==> src/rtl/vpu_wb_pkg.sv <==
// Shared definitions for the VPU write-back collector: lane width, FSM state
// encodings and the FIFO entry width helper.
package vpu_wb_pkg;

  localparam int LANE_W = 8;

  localparam logic [1:0] ST_IDLE  = 2'd0;
  localparam logic [1:0] ST_RUN   = 2'd1;
  localparam logic [1:0] ST_DRAIN = 2'd2;
  localparam logic [1:0] ST_DONE  = 2'd3;

  // One entry holds {address, P data lanes, P nonzero flags}.
  function automatic int fifo_entry_w(input int aw, input int p);
    return aw + p * (LANE_W + 1);
  endfunction

endpackage

==> src/rtl/vpu_wb_fifo.sv <==
// Show-ahead synchronous FIFO with asynchronous reset: head always shows the
// oldest entry, and push/pop may coincide even when full.
module vpu_wb_fifo #(
  parameter int W     = 8,
  parameter int DEPTH = 4,
  parameter int CW    = $clog2(DEPTH) + 1
) (
  input  logic          clk,
  input  logic          rst,
  input  logic          push_i,
  input  logic [W-1:0]  push_data_i,
  input  logic          pop_i,
  output logic [W-1:0]  head_o,
  output logic          empty_o,
  output logic [CW-1:0] count_o
);

  localparam int PW = $clog2(DEPTH);

  logic [W-1:0]  mem_q [DEPTH];
  logic [PW-1:0] wr_ptr_q, wr_ptr_d;
  logic [PW-1:0] rd_ptr_q, rd_ptr_d;
  logic [CW-1:0] cnt_q, cnt_d;
  logic          empty, full, do_push, do_pop;

  assign empty   = (cnt_q == '0);
  assign full    = (cnt_q == CW'(DEPTH));
  assign do_pop  = pop_i & ~empty;
  // A pop in the same cycle frees the slot the push lands in.
  assign do_push = push_i & (~full | do_pop);

  always_comb begin
    wr_ptr_d = wr_ptr_q;
    rd_ptr_d = rd_ptr_q;
    cnt_d    = cnt_q;
    if (do_push) wr_ptr_d = wr_ptr_q + PW'(1);
    if (do_pop)  rd_ptr_d = rd_ptr_q + PW'(1);
    if (do_push && !do_pop) cnt_d = cnt_q + CW'(1);
    if (!do_push && do_pop) cnt_d = cnt_q - CW'(1);
  end

  always_ff @(posedge clk or posedge rst) begin
    if (rst) begin
      for (int i = 0; i < DEPTH; i++) mem_q[i] <= '0;
      wr_ptr_q <= '0;
      rd_ptr_q <= '0;
      cnt_q    <= '0;
    end else begin
      if (do_push) mem_q[wr_ptr_q] <= push_data_i;
      wr_ptr_q <= wr_ptr_d;
      rd_ptr_q <= rd_ptr_d;
      cnt_q    <= cnt_d;
    end
  end

  assign head_o  = mem_q[rd_ptr_q];
  assign empty_o = empty;
  assign count_o = cnt_q;

endmodule

==> src/rtl/vpu_wb_collector.sv <==
// Write-back collector: tags issued VPU ops, captures results VPU_LAT cycles later,
// buffers them and drains to memory with an auto-incrementing address. Option: ZERO_SKIP_EN.
module vpu_wb_collector
  import vpu_wb_pkg::*;
#(
  parameter int P       = 64,
  parameter int VPU_LAT = 1,
  parameter int DEPTH   = 4,
  parameter int AW      = 12
) (
  input  logic                clk,
  input  logic                rst,
  input  logic                start,
  input  logic [AW-1:0]       base_addr,
  input  logic                iss_valid,
  input  logic                iss_last,
  output logic                iss_ready,
  input  logic [P*LANE_W-1:0] vpu_rslt,
  input  logic [P-1:0]        vpu_nonz,
  output logic                wr_valid,
  input  logic                wr_ready,
  output logic [AW-1:0]       wr_addr,
  output logic [P*LANE_W-1:0] wr_data,
  output logic [P-1:0]        wr_nonz,
  output logic                busy,
  output logic                done,
  output logic [AW-1:0]       skip_cnt,
  output logic [1:0]          state_dbg
);

  localparam int EW = fifo_entry_w(AW, P);
  localparam int CW = $clog2(DEPTH) + 1;
  localparam int OW = CW + 1;

  // Handshakes: an issue transfers when iss_valid & iss_ready, a write when
  // wr_valid & wr_ready; wr_* hold steady while wr_valid is high and not accepted.

  logic [1:0]         state_q, state_d;
  logic [AW-1:0]      addr_q, addr_d;
  logic [VPU_LAT-1:0] tag_q, tag_d;
  logic               iss_acc, capture, push, pop, fifo_empty, tag_any, drain_clear;
  logic [CW-1:0]      fifo_count, inflight;
  logic [OW-1:0]      occupancy;
  logic [P-1:0]       nonz_rev;
  logic [EW-1:0]      push_entry, head;

  always_comb begin
    inflight = '0;
    for (int k = 0; k < VPU_LAT; k++) inflight = inflight + CW'(tag_q[k]);
  end

  // Buffered plus in-flight never exceeds DEPTH, so every result has a slot.
  assign occupancy = OW'(fifo_count) + OW'(inflight);
  assign iss_ready = (state_q == ST_RUN) && (occupancy < OW'(DEPTH));
  assign iss_acc   = iss_valid & iss_ready;
  assign tag_any   = |tag_q;
  assign capture   = tag_q[VPU_LAT-1];

  always_comb begin
    tag_d    = '0;
    tag_d[0] = iss_acc;
    for (int k = 1; k < VPU_LAT; k++) tag_d[k] = tag_q[k-1];
  end

  always_comb begin
    nonz_rev = '0;
    for (int i = 0; i < P; i++) nonz_rev[i] = vpu_nonz[P-1-i];
  end

  assign push_entry  = {addr_q, vpu_rslt, nonz_rev};
  assign wr_valid    = ~fifo_empty;
  assign pop         = wr_valid & wr_ready;
  // The job is finished once this cycle's write empties the pipeline.
  assign drain_clear = ~tag_any & (fifo_empty | ((fifo_count == CW'(1)) & pop));

  always_comb begin
    state_d = state_q;
    case (state_q)
      ST_IDLE:  if (start) state_d = ST_RUN;
      ST_RUN:   if (iss_acc && iss_last) state_d = ST_DRAIN;
      ST_DRAIN: if (drain_clear) state_d = ST_DONE;
      ST_DONE:  state_d = ST_IDLE;
      default:  state_d = ST_IDLE;
    endcase
  end

  always_comb begin
    addr_d = addr_q;
    if (state_q == ST_IDLE && start) addr_d = base_addr;
    else if (capture)                addr_d = addr_q + AW'(1);
  end

  always_ff @(posedge clk or posedge rst) begin
    if (rst) begin
      state_q <= ST_IDLE;
      addr_q  <= '0;
      tag_q   <= '0;
    end else begin
      state_q <= state_d;
      addr_q  <= addr_d;
      tag_q   <= tag_d;
    end
  end

`ifdef ZERO_SKIP_EN
  logic [AW-1:0] skip_q, skip_d;
  logic          cap_zero;

  // An all-zero vector keeps its address slot but is never written.
  assign cap_zero = ~|vpu_nonz;
  assign push     = capture & ~cap_zero;

  always_comb begin
    skip_d = skip_q;
    if (state_q == ST_IDLE && start) skip_d = '0;
    else if (capture && cap_zero)    skip_d = skip_q + AW'(1);
  end

  always_ff @(posedge clk or posedge rst) begin
    if (rst) skip_q <= '0;
    else     skip_q <= skip_d;
  end

  assign skip_cnt = skip_q;
`else
  assign push     = capture;
  assign skip_cnt = '0;
`endif

  vpu_wb_fifo #(
    .W     (EW),
    .DEPTH (DEPTH),
    .CW    (CW)
  ) u_fifo (
    .clk         (clk),
    .rst         (rst),
    .push_i      (push),
    .push_data_i (push_entry),
    .pop_i       (pop),
    .head_o      (head),
    .empty_o     (fifo_empty),
    .count_o     (fifo_count)
  );

  assign wr_addr   = head[EW-1 -: AW];
  assign wr_data   = head[EW-AW-1 -: P*LANE_W];
  assign wr_nonz   = head[P-1:0];
  assign busy      = (state_q != ST_IDLE);
  assign done      = (state_q == ST_DONE);
  assign state_dbg = state_q;

endmodule

==> config.mk <==
export PLATFORM = sky130hd
export DESIGN_NAME = vpu_wb_collector
export DESIGN_NICKNAME = d
export VERILOG_FILES = /design/src/rtl/vpu_wb_pkg.sv /design/src/rtl/vpu_wb_fifo.sv /design/src/rtl/vpu_wb_collector.sv
export SDC_FILE = /design/constraint.sdc
export NUM_CORES = 2
export LEC_CHECK = 0
export CORE_MARGIN = 5
export CORE_UTILIZATION = 35
export CTS_CLUSTER_SIZE = 12
export DETAILED_ROUTE_END_ITERATION = 6
export MAX_ROUTING_LAYER = met4
export PLACE_DENSITY_LB_ADDON = 0.15
export SYNTH_ARGS = -nofsm -noshare
export SYNTH_HDL_FRONTEND = slang
export SYNTH_SLANG_ARGS = --single-unit
export TNS_END_PERCENT = 10
==> constraint.sdc <==
create_clock -name clk -period 113.9 [get_ports clk]
set_clock_uncertainty 0.1 [all_clocks]
set_input_delay 17.085 -clock clk [delete_from_list [all_inputs] [get_ports clk]]
set_output_delay 17.085 -clock clk [all_outputs]
set_load 0.005 [all_outputs]
==> flow_summary.yaml <==
clocking:
  h-tree-depth: 5
  clk_pin_slew_ns: 0.06
  cts_root_buf: "clkbuf_16"
  holdBufCountCts: 0
  cts_resized: 0
  clk_latency_ns: 0.89
  cts_tree: "done"
  cts_buffers: 277
  numClockSinks: 2374
  postCtsSetupRepairBufs: 0
  cts_buffer_depth: 4
critical_path:
  crit_buf_inv: 5
  cpLargestDelayFamily: "buffers and inverters"
  end_kind: "output port"
  critPathLaunchType: "flip-flop"
  crit_type: "reg2out"
  worstPathMaxFanout: 97
  crit_arrival_ns: 6.41
  worstReg2RegStart: "u_fifo.count_o[1]"
  cp_cell_sequence: "buf_12 > buf_4 > buf_4 > buf_12 > mux4_2 > clkdlybuf4s50_1"
  crit_required_ns: 96.71
  r2r_slack_ns: 107.83
  max_stage_delay_ns: 0.98
  r2r_end: "u_fifo.mem_q[297]"
  critical-path-slowest-cell: "dfrtp_4"
  r2r_cells: 10
min_path:
  hold_class: "reg2reg"
  hp-start: "u_fifo.mem_q[1694]"
  whs_path_depth: 1
  hold_path_end: "u_fifo.mem_q[1694]"
sta:
  finalHoldViolCount: 0
  setup_viol: 0
  max_slew_margin: 0.247
  worstMarginPinSlew_ns: 1.13
  rsz0062_at_grt: "false"
  period_share: 0.207
  fmax_mhz: 42.4
  holdWs_ns: 0.383
  drv_slew: 0
  tns_ns: 0
  period_needed_ns: 23.60
die:
  initial_core_util: 0.351
  ios: 1200
  die_y_um: 553
  core-area_um2: 294000
  rows: 199
  die-area_um2: 306000
  die_w_um: 553
place:
  io_buffer_count: 1187
  globalplace.congestion: 0.782
  dp_hpwl_um: 201000
logic_synthesis:
  synth_compound_area_frac: 0.00110
  synth-async-reset-ratio: 1.00
  avgSynthCellArea_um2: 17.7
  yosys.area_share.adder: 0.00182
  synthFlopType: "dfrtp_1"
  syn_inst: 5839
  synth_seq_cells: 2374
  ys_types: 33
  synth_xor_xnor_area_share: 0.00144
  seq_area_frac_synth: 0.575
  synth_enable_flop_cells: 0
  muxShareOfSynthArea: 0.385
  synthSimpleGateAreaFrac: 0.00225
  synthesis.area_um2: 103000
  yosysTopAreaCell: "dfrtp_1"
  synth_top_family_by_area: "multiplexers"
  netlist_top_cells_area: "dfrtp_1 57%, mux2_2 22%, mux4_2 13%, mux2_1 3.7%, buf_6 1.6%"
  ys.warnings.count: 0
  synth_top_area_share: 0.575
run_status:
  run_status: "complete, no violations"
global_routing:
  antenna_found_initial: 163
  grt_max_degree: 174
  grt_pass1_wl_um: 450000
  grt_usage: 0.201
  grt_pass1_vias: 62500
  grt_overflow: 0
routing:
  ant_nets: 0
  num_vias: 57500
  drt_wl_total_um: 303000
  drt-initial-drc-count: 2952
  drc: 0
  drt-pass1-iter-count: 5
  avgRoutedWirePerCell_um: 27.1
  viasPerCell: 5.14
power:
  p_sw_mw: 1.18
  switching_share: 0.307
  p_total_mw: 3.84
  leakage_nw: 55.6
  power_frac_clock: 0.232
  power.sequential.fraction: 0.369
  powerDensity_nw_per_um2: 30.2
  power.share.combinational: 0.399
  ir_drop_uv: 17.6
  p_int_mw: 2.66
final_layout:
  final_nets: 7587
  final_cell_mix: "2,372 x dfrtp_1, 2,013 x mux2_2, 1,187 x clkdlybuf4s50_1"
  register_area_um2: 59400
  syn2layout_area_growth_pct: 22.9
  drive_above_1_share: 0.430
  mostFrequentLayoutCell: "dfrtp_1"
  final_util: 0.432
  multi_input_area_um2: 40600
  num-fill-cells: 26200
run:
  drv_cap: 0
## cells by family after synthesis
kind of cell               after synthesis
muxes                                 2945
and+or+nand+nor                         45
DFF                                   2374
xor gates and xnor gates                17
buffers and inverters                  422
AOI/OAI and AO/OA                       20
other                                    1
adders and majority gates               15
## power groups by stage
stage | clock network (mW) | logic (mW) | registers (mW)
2_1_floorplan | 0 | 0.858 | 1.38
3_3_place_gp | 0 | 1.53 | 1.41
3_5_place_dp | 0 | 1.56 | 1.43
4_1_cts | 0.920 | 1.56 | 1.42
5_1_grt | 0.953 | 1.63 | 1.46
6_report | 0.889 | 1.53 | 1.42
## flip-flops by register name, summed over array words and instances, names as in the netlist
| register | flops |
|---|---|
| addr_q | 12 |
| capture | 1 |
| state_dbg | 2 |
| u_fifo.count_o | 3 |
| u_fifo.mem_q | 2352 |
| u_fifo.rd_ptr_q | 2 |
| u_fifo.wr_ptr_q | 2 |
## routing by layer
| metal | wire length [um] | global-route usage | up-vias |
|---|---|---|---|
| met5 | 0 | - | - |
| met4 | 9220 | 0.0567 | 0 |
| met3 | 26600 | 0.0770 | 484 |
| met2 | 145000 | 0.316 | 1519 |
| met1 | 122000 | 0.242 | 31200 |
| li1 | - | - | 24400 |
## worst max-delay path by stage
stage	from	endpoint	slack, ns	cells past startpoint
finish	u_fifo.rd_ptr_q[0]	wr_data[201]	90.30	6
global route	u_fifo.rd_ptr_q[0]	wr_data[163]	89.66	6
CTS	u_fifo.rd_ptr_q[0]	wr_data[198]	89.89	6
detailed placement	u_fifo.rd_ptr_q[0]	wr_data[198]	90.91	6
global placement	u_fifo.rd_ptr_q[0]	wr_data[198]	90.93	6
floorplan	rst	addr_q[0]	29.62	1
## area by class of cell
| cell class | count | share of cell area |
|---|---|---|
| flip-flops and latches | 2374 | 0.468 |
| multi-input cells | 3054 | 0.319 |
| repair buffers | 1261 | 0.100 |
| clock buffers | 418 | 0.0646 |
| well taps | 3919 | 0.0386 |
| clock inverters | 61 | 0.00701 |
| diodes | 105 | 0.00207 |
| inverters | 10 | 0.000355 |
## synth_stat cells (5+ instances only)
cell type,n
dfrtp_1,2374
mux2_2,2013
mux4_2,588
mux2_1,340
buf_6,146
buf_2,120
buf_4,68
buf_8,35
clkbuf_1,22
buf_1,21
ha_1,15
a21oi_1,13
nor2_1,12
xor2_1,11
inv_1,10
nand2_1,8
xnor2_1,6
nand3_1,5
## metrics by stage
| stage | instance area [um2] | cells | worst slack [ns] |
|---|---|---|---|
| after detailed placement | 118000 | 10600 | 90.91 |
| after global routing | 127000 | 11200 | 89.66 |
| final | 127000 | 11200 | 90.30 |
| after floorplan | 103000 | 5850 | 29.62 |
| after CTS | 127000 | 11100 | 89.89 |
| after global placement | 118000 | 10600 | 90.93 |
Note: power is estimated with default switching activity, not from simulation.
